File: config.mk
export PLATFORM = sky130hd
export DESIGN_NAME = adc_capture_stream
export DESIGN_NICKNAME = d
export VERILOG_FILES = /design/src/rtl/adc_capture_pkg.sv /design/src/rtl/capture_ram.sv /design/src/rtl/adc_capture_stream.sv
export SDC_FILE = /design/constraint.sdc
export NUM_CORES = 2
export LEC_CHECK = 0
export CORE_MARGIN = 2
export CORE_UTILIZATION = 50
export DETAILED_ROUTE_END_ITERATION = 10
export GPL_ROUTABILITY_DRIVEN = 0
export PLACE_DENSITY_LB_ADDON = 0.15
export RECOVER_POWER = 50
export SYNTH_ARGS = -nofsm -noshare
export SYNTH_HDL_FRONTEND = slang
export SYNTH_SLANG_ARGS = --single-unit
File: constraint.sdc
create_clock -name clk -period 3.03 [get_ports clk]
set_clock_uncertainty 0.15 [all_clocks]
set_input_delay 0.606 -clock clk [delete_from_list [all_inputs] [get_ports clk]]
set_output_delay 0.606 -clock clk [all_outputs]
set_load 0.01 [all_outputs]
File: src/rtl/adc_capture_pkg.sv
// Shared types and constants for the triggered ADC capture engine.
package adc_capture_pkg;

  typedef enum logic [2:0] {
    StIdle,
    StPre,
    StWait,
    StPost,
    StSend
  } state_e;

  localparam logic [7:0] HdrByteDefault = 8'hA5;
  localparam logic [7:0] FlagForced     = 8'h01;
  localparam logic [7:0] FlagReal       = 8'h00;

  // Bytes needed on the link to carry one sample of the given width.
  function automatic int unsigned bytes_per_sample(input int unsigned data_w);
    return (data_w + 7) / 8;
  endfunction

endpackage

File: src/rtl/capture_ram.sv
// Simple dual-port capture buffer: one write port, one registered read port.
module capture_ram #(
  parameter int unsigned DATA_W = 8,
  parameter int unsigned DEPTH  = 256,
  parameter int unsigned AW     = $clog2(DEPTH)
) (
  input  logic              clk,
  input  logic              we,
  input  logic [AW-1:0]     waddr,
  input  logic [DATA_W-1:0] wdata,
  input  logic              re,
  input  logic [AW-1:0]     raddr,
  output logic [DATA_W-1:0] rdata
);

  logic [DATA_W-1:0] mem [DEPTH];

  // Synchronous write and registered read; no reset so it maps onto block RAM.
  always_ff @(posedge clk) begin
    if (we) mem[waddr] <= wdata;
    if (re) rdata <= mem[raddr];
  end

endmodule

File: src/rtl/adc_capture_stream.sv
// Triggered ADC capture with decimation, circular pre-trigger buffer and a framed
// byte stream towards the UART transmitter.
// Optional build macro ADC_CAPTURE_AUTOTRIG_EN adds a WAIT timeout that forces a
// trigger, an auto_trig output and a flag byte after the header.
module adc_capture_stream
  import adc_capture_pkg::*;
#(
  parameter int unsigned DATA_W   = 8,
  parameter int unsigned DEPTH    = 256,
  parameter int unsigned PRETRIG  = 32,
  parameter int unsigned DECIM_W  = 16,
  parameter logic [7:0]  HDR_BYTE = HdrByteDefault
`ifdef ADC_CAPTURE_AUTOTRIG_EN
  ,
  parameter int unsigned AUTO_SAMPLES = 4096
`endif
) (
  input  logic               clk,
  input  logic               rst_n,
  input  logic [DATA_W-1:0]  adc_data,
  input  logic               arm,
  input  logic [DECIM_W-1:0] decim,
  input  logic [DATA_W-1:0]  trig_level,
  input  logic               trig_falling,
  output logic [7:0]         tx_data,
  output logic               tx_valid,
  input  logic               tx_ready,
  output logic               busy,
  output logic               triggered
`ifdef ADC_CAPTURE_AUTOTRIG_EN
  ,
  output logic               auto_trig
`endif
);

  localparam int unsigned AW     = $clog2(DEPTH);
  localparam int unsigned BPS    = bytes_per_sample(DATA_W);
  localparam int unsigned POST_N = DEPTH - PRETRIG - 1;
`ifdef ADC_CAPTURE_AUTOTRIG_EN
  localparam int unsigned NHDR   = 2;
  localparam logic [31:0] AutoLast = 32'(AUTO_SAMPLES - 1);
`else
  localparam int unsigned NHDR   = 1;
`endif
  localparam logic [AW-1:0] PreLast  = AW'(PRETRIG - 1);
  localparam logic [AW-1:0] PostLast = AW'(POST_N - 1);
  localparam logic [AW:0]   DepthC   = (AW + 1)'(DEPTH);
  localparam logic [AW:0]   DepthM1  = (AW + 1)'(DEPTH - 1);
  localparam logic [1:0]    NhdrC    = 2'(NHDR);

  // Capture side
  state_e             state_q, state_d;
  logic [DECIM_W-1:0] decim_q, decim_d, dcnt_q, dcnt_d;
  logic [DATA_W-1:0]  lvl_q, lvl_d, prev_q, prev_d;
  logic               fall_q, fall_d;
  logic [AW-1:0]      wptr_q, wptr_d, cnt_q, cnt_d, trig_addr_q, trig_addr_d;
  logic               triggered_q, triggered_d;
  logic               sample_en, trig_cond, auto_hit, send_start, frame_done;
`ifdef ADC_CAPTURE_AUTOTRIG_EN
  logic [31:0]        auto_cnt_q, auto_cnt_d;
  logic               auto_trig_q, auto_trig_d;
`endif

  // Send side
  logic [AW-1:0]      rd_addr_q, rd_addr_d;
  logic [AW:0]        rd_issued_q, rd_issued_d, ld_cnt_q, ld_cnt_d;
  logic               rvld_q, rvld_d, last_q, last_d, bidx_q, bidx_d;
  logic [1:0]         hdr_idx_q, hdr_idx_d;
  logic [7:0]         tx_data_q, tx_data_d;
  logic               tx_valid_q, tx_valid_d;
  logic               re, consume;
  logic [DATA_W-1:0]  rd_data;
  logic [15:0]        samp_pad;

  assign trig_cond = fall_q ? ((prev_q >= lvl_q) && (adc_data < lvl_q))
                            : ((prev_q < lvl_q) && (adc_data >= lvl_q));
  assign frame_done = (state_q == StSend) && tx_valid_q && tx_ready && last_q;
  assign samp_pad   = 16'(rd_data);

  capture_ram #(
    .DATA_W (DATA_W),
    .DEPTH  (DEPTH),
    .AW     (AW)
  ) u_ram (
    .clk   (clk),
    .we    (sample_en),
    .waddr (wptr_q),
    .wdata (adc_data),
    .re    (re),
    .raddr (rd_addr_q),
    .rdata (rd_data)
  );

  // Capture FSM, decimator and trigger detection.
  always_comb begin
    state_d     = state_q;
    decim_d     = decim_q;
    dcnt_d      = dcnt_q;
    lvl_d       = lvl_q;
    fall_d      = fall_q;
    prev_d      = prev_q;
    wptr_d      = wptr_q;
    cnt_d       = cnt_q;
    trig_addr_d = trig_addr_q;
    triggered_d = triggered_q;
    sample_en   = 1'b0;
    send_start  = 1'b0;
`ifdef ADC_CAPTURE_AUTOTRIG_EN
    auto_cnt_d  = auto_cnt_q;
    auto_trig_d = auto_trig_q;
    auto_hit    = (state_q == StWait) && (auto_cnt_q == AutoLast);
`else
    auto_hit    = 1'b0;
`endif

    if (state_q inside {StPre, StWait, StPost}) begin
      if (dcnt_q == decim_q) begin
        sample_en = 1'b1;
        dcnt_d    = '0;
      end else begin
        dcnt_d = dcnt_q + DECIM_W'(1);
      end
    end
    if (sample_en) begin
      wptr_d = wptr_q + AW'(1);
      prev_d = adc_data;
    end

    unique case (state_q)
      StIdle: begin
        if (arm) begin
          decim_d = decim;
          lvl_d   = trig_level;
          fall_d  = trig_falling;
          dcnt_d  = '0;
          cnt_d   = '0;
          prev_d  = '0;
          state_d = (PRETRIG == 0) ? StWait : StPre;
`ifdef ADC_CAPTURE_AUTOTRIG_EN
          auto_cnt_d  = '0;
          auto_trig_d = 1'b0;
`endif
        end
      end
      StPre: begin
        if (sample_en) begin
          if (cnt_q == PreLast) begin
            cnt_d   = '0;
            state_d = StWait;
          end else begin
            cnt_d = cnt_q + AW'(1);
          end
        end
      end
      StWait: begin
        if (sample_en) begin
`ifdef ADC_CAPTURE_AUTOTRIG_EN
          auto_cnt_d = auto_cnt_q + 32'd1;
`endif
          if (trig_cond || auto_hit) begin
            trig_addr_d = wptr_q;
            triggered_d = 1'b1;
            cnt_d       = '0;
`ifdef ADC_CAPTURE_AUTOTRIG_EN
            auto_trig_d = !trig_cond;
`endif
            if (POST_N == 0) begin
              state_d    = StSend;
              send_start = 1'b1;
            end else begin
              state_d = StPost;
            end
          end
        end
      end
      StPost: begin
        if (sample_en) begin
          if (cnt_q == PostLast) begin
            state_d    = StSend;
            send_start = 1'b1;
          end else begin
            cnt_d = cnt_q + AW'(1);
          end
        end
      end
      StSend: begin
        if (frame_done) begin
          state_d     = StIdle;
          triggered_d = 1'b0;
        end
      end
      default: state_d = StIdle;
    endcase
  end

  // Frame serializer: header, optional flag, then samples MSB first with RAM read-ahead.
  always_comb begin
    rd_addr_d   = rd_addr_q;
    rd_issued_d = rd_issued_q;
    ld_cnt_d    = ld_cnt_q;
    rvld_d      = rvld_q;
    last_d      = last_q;
    bidx_d      = bidx_q;
    hdr_idx_d   = hdr_idx_q;
    tx_data_d   = tx_data_q;
    tx_valid_d  = tx_valid_q;
    re          = 1'b0;
    consume     = 1'b0;

    if (send_start) begin
      // After the final POST write the write pointer sits on the oldest kept
      // sample, which is exactly trig_addr - PRETRIG.
      rd_addr_d   = wptr_d;
      rd_issued_d = '0;
      ld_cnt_d    = '0;
      rvld_d      = 1'b0;
      last_d      = 1'b0;
      bidx_d      = 1'b0;
      hdr_idx_d   = '0;
    end else if (state_q == StSend) begin
      if (frame_done) begin
        tx_valid_d = 1'b0;
      end else if (!tx_valid_q || tx_ready) begin
        if (hdr_idx_q < NhdrC) begin
          tx_valid_d = 1'b1;
          hdr_idx_d  = hdr_idx_q + 2'd1;
`ifdef ADC_CAPTURE_AUTOTRIG_EN
          tx_data_d  = (hdr_idx_q == 2'd0) ? HDR_BYTE : (auto_trig_q ? FlagForced : FlagReal);
`else
          tx_data_d  = HDR_BYTE;
`endif
        end else if (rvld_q) begin
          tx_valid_d = 1'b1;
          if ((BPS == 2) && !bidx_q) begin
            tx_data_d = samp_pad[15:8];
            bidx_d    = 1'b1;
          end else begin
            tx_data_d = samp_pad[7:0];
            bidx_d    = 1'b0;
            consume   = 1'b1;
            ld_cnt_d  = ld_cnt_q + (AW + 1)'(1);
            last_d    = (ld_cnt_q == DepthM1);
          end
        end else begin
          tx_valid_d = 1'b0;
        end
      end
      // Refill the read register as soon as its sample is (being) consumed.
      re = (rd_issued_q != DepthC) && (!rvld_q || consume);
      if (re) begin
        rd_addr_d   = rd_addr_q + AW'(1);
        rd_issued_d = rd_issued_q + (AW + 1)'(1);
        rvld_d      = 1'b1;
      end else if (consume) begin
        rvld_d = 1'b0;
      end
    end
  end

  // Capture state registers.
  always_ff @(posedge clk or negedge rst_n) begin
    if (!rst_n) begin
      state_q     <= StIdle;
      decim_q     <= '0;
      dcnt_q      <= '0;
      lvl_q       <= '0;
      fall_q      <= 1'b0;
      prev_q      <= '0;
      wptr_q      <= '0;
      cnt_q       <= '0;
      trig_addr_q <= '0;
      triggered_q <= 1'b0;
`ifdef ADC_CAPTURE_AUTOTRIG_EN
      auto_cnt_q  <= '0;
      auto_trig_q <= 1'b0;
`endif
    end else begin
      state_q     <= state_d;
      decim_q     <= decim_d;
      dcnt_q      <= dcnt_d;
      lvl_q       <= lvl_d;
      fall_q      <= fall_d;
      prev_q      <= prev_d;
      wptr_q      <= wptr_d;
      cnt_q       <= cnt_d;
      trig_addr_q <= trig_addr_d;
      triggered_q <= triggered_d;
`ifdef ADC_CAPTURE_AUTOTRIG_EN
      auto_cnt_q  <= auto_cnt_d;
      auto_trig_q <= auto_trig_d;
`endif
    end
  end

  // Send state registers; reset drops tx_valid immediately.
  always_ff @(posedge clk or negedge rst_n) begin
    if (!rst_n) begin
      rd_addr_q   <= '0;
      rd_issued_q <= '0;
      ld_cnt_q    <= '0;
      rvld_q      <= 1'b0;
      last_q      <= 1'b0;
      bidx_q      <= 1'b0;
      hdr_idx_q   <= '0;
      tx_data_q   <= '0;
      tx_valid_q  <= 1'b0;
    end else begin
      rd_addr_q   <= rd_addr_d;
      rd_issued_q <= rd_issued_d;
      ld_cnt_q    <= ld_cnt_d;
      rvld_q      <= rvld_d;
      last_q      <= last_d;
      bidx_q      <= bidx_d;
      hdr_idx_q   <= hdr_idx_d;
      tx_data_q   <= tx_data_d;
      tx_valid_q  <= tx_valid_d;
    end
  end

  assign tx_data   = tx_data_q;
  assign tx_valid  = tx_valid_q;
  assign busy      = (state_q != StIdle);
  assign triggered = triggered_q;
`ifdef ADC_CAPTURE_AUTOTRIG_EN
  assign auto_trig = auto_trig_q;
`endif

endmodule

==> flow_summary_export.csv <==
group,metric,value,unit
logic_synthesis,avgSynthCellArea,19.6,sq um
worst_hold_path,hold_path_class,"primary input to flip-flop",
setup_path,crit_path_end_kind,"flip-flop",
logic_synthesis,ys_seq_elements,2164,
pwr,static-leakage-power,37.0,nW
clocking,cts-root-buf,"clkbuf_16",
placement,post-place-ws,-760,ps
pwr,power.total,0.0617,W
placement,dp_hpwl,158000,um
detailed_routing,drc,0,
logic_synthesis,synth_area_leaders,"edfxtp_1, mux4_2, dfrtp_1",
logic_synthesis,synth_top_family_by_area,"multiplexers",
clocking,path_clk_slew,60,ps
setup_path,arrival,3750,ps
pwr,irDropWorstVdd,0.587,mV
logic_synthesis,synth_largest_area_cell,"edfxtp_1",
placement,dpl-instance-area,94900,sq um
logic_synthesis,synth_nets,4423,
detailed_routing,wl,252000,um
die,start_util,50.3,%
sta,period_minus_slack,3280,ps
status,violations,"max-capacitance violations, max-slew violations, negative setup slack",
pwr,power-per-cell-area,578,nW/um^2
logic_synthesis,synthAdderAreaFrac,0.426,%
sta,finalCritPeriodShare,108,%
clocking,clock_sinks,2164,
clocking,clkLatencyLatePin,880,ps
clocking,cts_tree,"built",
die,row_count,151,
global_routing,grt_overflow,0,
global_routing,antenna_found_initial,9,
setup_path,crit_type,"flip-flop to flip-flop",
global_routing,grt_pass1_wl,351000,um
logic_synthesis,synth_compound_area_share,3.81,%
logic_synthesis,synth-async-reset-ratio,4.99,%
die,die_h,417,um
setup_path,crit_path_end,"u_ram.rdata[1]",
finish,nets,5378,
logic_synthesis,yosysMostFrequentCell,"edfxtp_1",
sta,slew_headroom,-85.0,%
sta,fmax,305,MHz
logic_synthesis,syn-cell-area,85200,sq um
logic_synthesis,ys.flop_type,"edfxtp_1",
setup_path,crit_fanout,7,
die,coreArea,169000,sq um
sta,drv_slew,599,
clocking,cts_max_path_buffers,3,
logic_synthesis,synth_xor_area_share,0.545,%
global_routing,grt.total_usage,28.6,%
detailed_routing,wl_per_cell,32.7,um
run,max_cap_violations,8,
sta,worst_slack,-246,ps
die,ios,48,
detailed_routing,via_per_inst,6.26,
setup_path,reg2reg_from,"rd_addr_q[0]",
clocking,htree_levels,4,
logic_synthesis,synthTopCellsByCount,"edfxtp_1, mux4_2, nor2_1",
sta,tightest_slew,2770,ps
logic_synthesis,yosys_warnings,0,
setup_path,r2r_slack,-250,ps
setup_path,worstPathRequired,3500,ps
detailed_routing,drtPass1Iterations,6,
finish,fin_area,107000,sq um
logic_synthesis,synth-edff-count,2056,
setup_path,start_kind,"flip-flop",
setup_path,reg2reg_depth,10,
logic_synthesis,yosysSeqAreaShare,75.6,%
global_routing,grt_pass1_vias,46902,
setup_path,r2r-end,"u_ram.rdata[1]",
logic_synthesis,synth_top_area_share,72.4,%
detailed_routing,ant_nets,0,
die,die_area,174000,sq um
placement,io_buffers,47,
sta,hold_viol_final,0,
logic_synthesis,synth_cell_types,66,
clocking,numCtsBuffers,215,
status,status,"finished, violations left",
finish,drive_gt1_share,37.4,%
finish,area_growth,25.1,%
sta,finalSetupViolations,337,
detailed_routing,drt_iter0_drc,6849,
logic_synthesis,synthSimpleGateAreaFrac,3.61,%
logic_synthesis,synth_mux_area_share,14.4,%
setup_path,cp-startpoint,"rd_addr_q[0]",
logic_synthesis,syn_inst,4357,
sta,rsz0062_at_grt,"yes",
die,dieWidth,417,um
detailed_routing,vias,48305,
global_routing,grt_start_max_net_pins,193,
==> layout by cell type (no fill, tap or decap), drive strengths merged, types with 51 or more instances in the layout <==
| master | n |
|---|---|
| nand2 | 129 |
| o22ai | 51 |
| nor2 | 355 |
| edfxtp | 2056 |
| buf | 919 |
| clkinv | 93 |
| dfrtp | 108 |
| mux2i | 215 |
| clkbuf | 293 |
| o21ai | 53 |
| mux4 | 440 |
| a21oi | 96 |
==> metal layers <==
| layer | part of all wire (%) | wire, um | track usage (%) |
|---|---|---|---|
| met1 | 38 | 96600 | 40.2 |
| met2 | 48 | 120000 | 44.7 |
| met3 | 10 | 26100 | 6.23 |
| met4 | 3.7 | 9370 | 10.1 |
| met5 | 0.010 | 26 | 0 |
==> critical path: stages, from the launching register on <==
cell,delay [ps]
dfrtp_4,430
buf_12,180
buf_16,170
buf_16,140
buf_12,140
mux4_2,520
mux4_2,500
a22oi_2,310
buf_4,190
nand2_2,50
a31o_2,240
==> final cells by class <==
class / instances / area (sq um)
Multi-Input combinational cell: 1914 / 21600
Inverter: 23 / 87.6
Clock inverter: 135 / 1590
Tap cell: 2218 / 2780
Fill cell: 11729 / 62600
Clock buffer: 261 / 5580
Timing Repair Buffer: 994 / 10600
Antenna cell: 8 / 20.0
Sequential cell: 2164 / 64500
==> how the worst min path moves through the flow <==
stage | startpoint | endpoint | slack, ps | cells past startpoint
global route | trig_level[6] | lvl_q[6] | 140 | 3
detailed placement | tx_data[4] | tx_data[4] | 310 | 2
global placement | tx_data[4] | tx_data[4] | 300 | 2
CTS | trig_level[5] | lvl_q[5] | 90 | 3
floorplan | rst_n | cnt_q[0] | 160 | 0
finish | trig_level[5] | lvl_q[5] | 150 | 3
==> sequential cells by signal (all words and copies together), names as in the netlist, 9 cells and up <==
| register | cells |
|---|---|
| rd_issued_q | 9 |
| decim_q | 16 |
| ld_cnt_q | 9 |
| u_ram.mem | 2048 |
| dcnt_q | 16 |
==> where the power goes <==
part / leakage [nW] / internal (W) / switching, W
sequential: 19.9 / 0.0330 / 0.000186
clock: 3.44 / 0.0154 / 0.0115
combinational: 13.6 / 0.000554 / 0.00102
==> timing repair <==
item	CTS	global route
buffers inserted	38	48
setup endpoints to repair	1152	2052
hold buffers	1	0
hold endpoints to repair	48	0
pin swaps	34	126
resized for setup	243	652
cloned	15	5
==> cells by family after synthesis <==
kind of cell               count (synthesis)
and+or+nand+nor                          686
adders and majority gates                 29
xor gates and xnor gates                  53
AOI/OAI and AO/OA                        469
DFF                                     2164
muxes                                    677
buffers and inverters                    279
==> through the flow <==
stage / util (%) / TNS [ps] / cells / hold slack, ps
after floorplan: - / -46070 / 4357 / 160
after global placement: 56.1 / -160750 / 7215 / 301
after detailed placement: 56.1 / -110940 / 7215 / 306
after CTS: 61.3 / -26950 / 7663 / 93.0
after global routing: 63.0 / -207660 / 7714 / 139
final: 63.0 / -13740 / 7717 / 151
(Power assumes the default switching activity.)
